===== src/rtl/uart_tx_serializer.sv =====
// rtl/uart_tx_serializer.sv - UART transmit serializer: start, LSB-first data, optional parity, 1/2 stop bits
module uart_tx_serializer #(
  parameter int CLKS_PER_BIT    = 868,
  parameter int UART_DATA_WIDTH = 8,
  parameter int PARITY_EN       = 0,
  parameter int PARITY_ODD      = 0,
  parameter int STOP_BITS       = 1
) (
  input  logic                       clk,
  input  logic                       rst_n,
  input  logic                       uart_dv,
  input  logic [UART_DATA_WIDTH-1:0] uart_data,
  output logic                       uart_tx,
  output logic                       uart_tx_active,
  output logic                       uart_tx_done
);

  localparam int BAUD_W = $clog2(CLKS_PER_BIT);
  localparam int IDX_W  = $clog2(UART_DATA_WIDTH + 1);

  localparam logic [BAUD_W-1:0] BAUD_LAST  = BAUD_W'(CLKS_PER_BIT - 1);
  localparam logic [IDX_W-1:0]  DATA_LAST  = IDX_W'(UART_DATA_WIDTH - 1);
  localparam logic [IDX_W-1:0]  STOP_LAST  = IDX_W'(STOP_BITS - 1);
  localparam logic              PARITY_INV = (PARITY_ODD != 0);

  typedef enum logic [2:0] {
    IDLE,
    START,
    DATA,
    PARITY,
    STOP,
    CLEANUP
  } state_t;

  state_t                     state;
  logic [BAUD_W-1:0]          baud_cnt;
  logic [IDX_W-1:0]           bit_idx;
  logic [UART_DATA_WIDTH-1:0] shift_reg;
  logic                       parity_bit;
  logic                       baud_last;

  assign baud_last = (baud_cnt == BAUD_LAST);

  always_ff @(posedge clk) begin
    if (!rst_n) begin
      state          <= IDLE;
      baud_cnt       <= '0;
      bit_idx        <= '0;
      shift_reg      <= '0;
      parity_bit     <= 1'b0;
      uart_tx        <= 1'b1;
      uart_tx_active <= 1'b0;
      uart_tx_done   <= 1'b0;
    end else begin
      uart_tx_done <= 1'b0;
      case (state)
        IDLE: begin
          uart_tx        <= 1'b1;
          uart_tx_active <= 1'b0;
          if (uart_dv) begin
            // Upstream clears uart_data next cycle, so capture data and parity now.
            shift_reg      <= uart_data;
            parity_bit     <= (^uart_data) ^ PARITY_INV;
            baud_cnt       <= '0;
            bit_idx        <= '0;
            uart_tx        <= 1'b0;
            uart_tx_active <= 1'b1;
            state          <= START;
          end
        end

        START: begin
          if (baud_last) begin
            baud_cnt <= '0;
            bit_idx  <= '0;
            uart_tx  <= shift_reg[0];
            state    <= DATA;
          end else begin
            baud_cnt <= baud_cnt + BAUD_W'(1);
          end
        end

        DATA: begin
          if (baud_last) begin
            baud_cnt <= '0;
            if (bit_idx == DATA_LAST) begin
              bit_idx <= '0;
              if (PARITY_EN != 0) begin
                uart_tx <= parity_bit;
                state   <= PARITY;
              end else begin
                uart_tx <= 1'b1;
                state   <= STOP;
              end
            end else begin
              bit_idx   <= bit_idx + IDX_W'(1);
              shift_reg <= shift_reg >> 1;
              uart_tx   <= shift_reg[1];
            end
          end else begin
            baud_cnt <= baud_cnt + BAUD_W'(1);
          end
        end

        PARITY: begin
          if (baud_last) begin
            baud_cnt <= '0;
            uart_tx  <= 1'b1;
            state    <= STOP;
          end else begin
            baud_cnt <= baud_cnt + BAUD_W'(1);
          end
        end

        STOP: begin
          if (baud_last) begin
            baud_cnt <= '0;
            if (bit_idx == STOP_LAST) begin
              bit_idx        <= '0;
              uart_tx_active <= 1'b0;
              uart_tx_done   <= 1'b1;
              state          <= CLEANUP;
            end else begin
              bit_idx <= bit_idx + IDX_W'(1);
            end
          end else begin
            baud_cnt <= baud_cnt + BAUD_W'(1);
          end
        end

        CLEANUP: begin
          uart_tx        <= 1'b1;
          uart_tx_active <= 1'b0;
          state          <= IDLE;
        end

        default: begin
          uart_tx        <= 1'b1;
          uart_tx_active <= 1'b0;
          state          <= IDLE;
        end
      endcase
    end
  end

endmodule

===== config.mk =====
export PLATFORM = sky130hd
export DESIGN_NAME = uart_tx_serializer
export DESIGN_NICKNAME = d
export VERILOG_FILES = /design/src/rtl/uart_tx_serializer.sv
export SDC_FILE = /design/constraint.sdc
export NUM_CORES = 1
export LEC_CHECK = 0
export ABC_AREA = 1
export CORE_MARGIN = 2
export CORE_UTILIZATION = 57
export DETAILED_ROUTE_END_ITERATION = 10
export GPL_ROUTABILITY_DRIVEN = 0
export PLACE_DENSITY = 0.89
export SLEW_MARGIN = 10
export SYNTH_ARGS = -nofsm -noshare
export SYNTH_HDL_FRONTEND = slang
export SYNTH_SLANG_ARGS = --single-unit

===== constraint.sdc =====
create_clock -name clk -period 1.7 [get_ports clk]
set_input_delay 0.17 -clock clk [delete_from_list [all_inputs] [get_ports clk]]
set_output_delay 0.17 -clock clk [all_outputs]
set_load 0.02 [all_outputs]

Word-level counts from Yosys, hierarchy flattened
Index checks and enable logic that the tools add are counted.
{ "totals": {"output_inout_bits": 3, "in_bits": 11, "reg_bits": 28} }
{ "op_classes": {"add_sub_neg": 2, "eq_ne": 14, "n_reduce_logical": 14, "bitwise": 2, "n_mux": 33} }
{ "ops": {"columns": ["cell", "n"], "rows": [
  ["$mux W4", 6],
  ["$mux W8", 3],
  ["$mux W3", 7],
  ["$mux W10", 2],
  ["$pmux W10 S2", 1],
  ["$ne A2 B2 Y1 const B", 8],
  ["$pmux W4 S4", 1],
  ["$pmux W8 S2", 1],
  ["$pmux W3 S5", 1],
  ["$add A10 B1 Y10 const B", 1],
  ["$eq A10 B10 Y1 const B", 1],
  ["$mux W1", 9],
  ["$reduce_and A4 Y1", 2],
  ["$reduce_and A7 Y1", 1],
  ["$eq A3 B2 Y1 const B", 2],
  ["$reduce_and A3 Y1", 2],
  ["$pmux W1 S5", 1],
  ["$reduce_and A5 Y1", 1],
  ["$add A4 B1 Y4 const B", 1],
  ["$eq A4 B3 Y1 const B", 1],
  ["$logic_not A4 Y1", 1],
  ["$reduce_bool A2 Y1", 2],
  ["$reduce_bool A4 Y1", 1],
  ["$reduce_or A4 Y1", 1],
  ["other kinds (7)", 8]
]} }

Logic depth before layout (Yosys ltp)
{ "depth": {"word_depth": 4, "mapped_depth": 10, "ltp_nobuf": 10} }

Worst setup path after synthesis
Ideal clock, no wire load.
{ "synth_timing": {"path_type": "register to register", "from": "register baud_cnt[0]", "to": "register shift_reg[2]", "slack_ns": 0.230, "path_buffers": 1, "path_stages_with_launch": 10, "arrival_ns": 1.358, "path_cell_list": "dfxtp_1 > ha_1 > inv_1 > nor2_1 > nand3_2 > nand2_1 > nand3_4 > buf_6 > nor2_1 > nor2_1"} }
{ "synth_between": {"elab_chain_cells": 3} }
{ "synth_rtl": {"columns": ["item", "line", "rtl"], "rows": [
  ["from (decl)", "36", "logic [BAUD_W-1:0] baud_cnt;"],
  ["from (signal assigned)", "79", "baud_cnt <= baud_cnt + BAUD_W'(1);"],
  ["from (signal assigned)", "101", "baud_cnt <= baud_cnt + BAUD_W'(1);"],
  ["from (signal assigned)", "111", "baud_cnt <= baud_cnt + BAUD_W'(1);"],
  ["$eq A10 B10 Y1", "42", "assign baud_last = (baud_cnt == BAUD_LAST);"],
  ["$ne A2 B2 Y1 (no source line)", null, null],
  ["$reduce_and A4 Y1 (no source line)", null, null],
  ["to (signal assigned)", "62", "shift_reg <= uart_data;"],
  ["to (signal assigned)", "97", "shift_reg <= shift_reg >> 1;"],
  ["to (decl)", "38", "logic [UART_DATA_WIDTH-1:0] shift_reg;"]
]} }
No other way between the ends.
A chain may end at the register's enable or synchronous reset.

Worst setup path in the final report
{ "layout_timing": {"from": "register baud_cnt[1]", "to": "register shift_reg[7]"} }
Same word-level chain as after synthesis.

==> results.ini <==
[timing]
fmax_mhz=642
slew_viol_final=0
hold_ws_ns=0.481
timing.final.crit_share_pct=91.6
worst-slew-pin-transition_ns=0.319
finalHoldViolations=0
worst_clock_skew_ns=0.00587
setup_violations=0
min_period_ns=1.56
fin_setup_tns_ns=0
relSlewSlack_pct=78.7

[clock_tree]
insertion_delay_ns=0.32
cts_root_buf=clkbuf_4
cts.htree.levels=1
cts.clk_slew.worst_paths_ns=0.15
clock_sinks=28
clockBufferDepth=2
cts-buffers-inserted=3
cts_tree=done

[floorplan]
dieArea_sq_um=3310
std_cell_rows=19
io_pins=14
core_sq_um=2730
dieWidth_um=57.5
start_util_pct=59.7
die_h_um=57.5

[synthesis]
synth.area.top_cells=dfxtp_1 34%, nand2_1 16%, nor2_1 9.7%
syn_nets=259
ys_seq_area_share_pct=34.3
synth_xor_area_share_pct=2.15
yosys-top-cells-count=71 x nand2_1, 42 x nor2_1, 29 x inv_1, 28 x dfxtp_1, 13 x a21oi_1
synth_compound_area_share_pct=11.7
netlist_instances=245
synthMuxAreaShare_pct=0
netlist_area_sq_um=1630
synth_top_family_by_area=simple AND/OR/NAND/NOR gates
synthArstFlopShare_pct=0
synthAdderAreaFrac_pct=2.30
yosys_most_used_dff=dfxtp_1
yosysWarningCount=0
ys_ff_latch=28
ys_types=31
synth.avg_cell_area_sq_um=6.66
synth_edf_count=0
yosysMostFrequentCell=nand2_1
yosysTopAreaCellShare_pct=34.3
yosysTopAreaCell=dfxtp_1
yosys.area_share.simple_pct=39.7

[setup_path]
crit_arrival_ns=1.78
worst_setup_path_end_kind=flip-flop
path_class=flip-flop to flip-flop
worstPathMaxFanout=15
required_ns=1.92
worstSetupStartpointType=flip-flop

[global_routing]
grt_overflow_total=0
grt_first_pass_wirelength_mm=5.50
grtUsageTotal_pct=20.8
antenna_found_initial=0
grt_max_degree=17
grt_pass1_vias=1277

[detailed_routing]
drt_wl_total_mm=3.12
drt_iter0_drc=67
first_pass_iters=4
viasPerCell=5.04
via_count=1478
drtAntennaViolNets=0
drc_errors=0
post_drt_wl_per_cell_um=10.6

[placed_design]
portBuffers=13
dp_hpwl_mm=2.25
dp.cells=288

[pwr]
p_leak_uw=0.000854
p_total_uw=2750
power.density_nw_per_um2=1500
peakVddDrop_mv=1.11

[layout]
largest_register_ff_count=10
drive_gt1_share_pct=11.8
nets=277
stdcell_count=293
antenna_cells=0
syn2layout_area_growth_pct=12.1
post-route-util_pct=67.0

[min_path]
min_path_type=flip-flop to flip-flop

[status]
status=completed

[run]
cap_violations=0

[path summary, 6_finish.rpt]
check	startpoint	to	slack, ns	cells after the start
min reg2reg	shift_reg[0]	shift_reg[0]	0.48	2
min	shift_reg[0]	shift_reg[0]	0.48	2
max	baud_cnt[1]	shift_reg[7]	0.14	8
max reg2reg	baud_cnt[1]	shift_reg[7]	0.14	8
[kinds of logic (layout without fill, tap and decap cells)]
logic type | count (synthesis) | count (layout)
AOI/OAI and AO/OA | 33 | 33
adders and majority gates | 3 | 3
buffers and inverters | 36 | 53
xor gates and xnor gates | 4 | 4
and+or+nand+nor | 141 | 141
DFF | 28 | 28
[report_power, final]
group | switching (uW) | internal (uW) | leakage (uW)
Clock | 189 | 131 | 0.0000210
Combinational | 957 | 524 | 0.000603
Sequential | 127 | 820 | 0.000230
[placed cells by master, fill, tap and decap left out, types with 2 or more instances in the layout]
| cell | n |
|---|---|
| nor3_2 | 2 |
| nand2_4 | 4 |
| nor3_1 | 2 |
| o21ai_1 | 3 |
| inv_1 | 29 |
| nor2_2 | 2 |
| clkbuf_4 | 3 |
| nor2_4 | 2 |
| o21bai_1 | 2 |
| ha_1 | 3 |
| nand3_1 | 8 |
| xnor2_1 | 2 |
| nand2_2 | 3 |
| nand3_2 | 3 |
| o21ai_0 | 10 |
| nand2_1 | 70 |
| nor2_1 | 41 |
| xor2_1 | 2 |
| buf_4 | 3 |
| clkdlybuf4s50_1 | 13 |
| inv_2 | 4 |
| a21oi_1 | 13 |
| dfxtp_1 | 27 |
[layer usage]
metal	share of wire [%]	GRT usage [%]
met5	0	0
met4	1.3	5.98
met1	51	30.8
met2	43	31.3
met3	4.6	3.17
[final cells by class]
| class | count | area (sq um) |
|---|---|---|
| fill | 225 | 903 |
| sequential | 28 | 562 |
| tap | 31 | 38.8 |
| clock buffer | 4 | 36.3 |
| timing repair buffer | 16 | 153 |
| inverter | 33 | 124 |
| multi-input combinational | 181 | 917 |
[repair_timing]
action                                  CTS  global route
hold buffers                              0             0
endpoints found under the setup margin    0            17
gates resized for setup                   0             3
setup buffers                             0             1
[metrics by stage]
stage | instance area, sq um | setup slack (ns)
6_report | 1830 | 0.143
5_1_grt | 1830 | -0.000876
4_1_cts | 1820 | 0.0564
3_5_place_dp | 1780 | 0.0808
3_3_place_gp | 1780 | 0.135
2_1_floorplan | 1630 | 0.230
[critical path, stage by stage (launching register included)]
cell	delay (ns)
dfxtp_1	0.39
ha_1	0.17
inv_1	0.06
nor2_2	0.13
nand3_2	0.17
nand2_2	0.14
nand3_4	0.15
o21ai_0	0.19
nor2_1	0.05
Note: power is estimated with default switching activity, not from simulation.
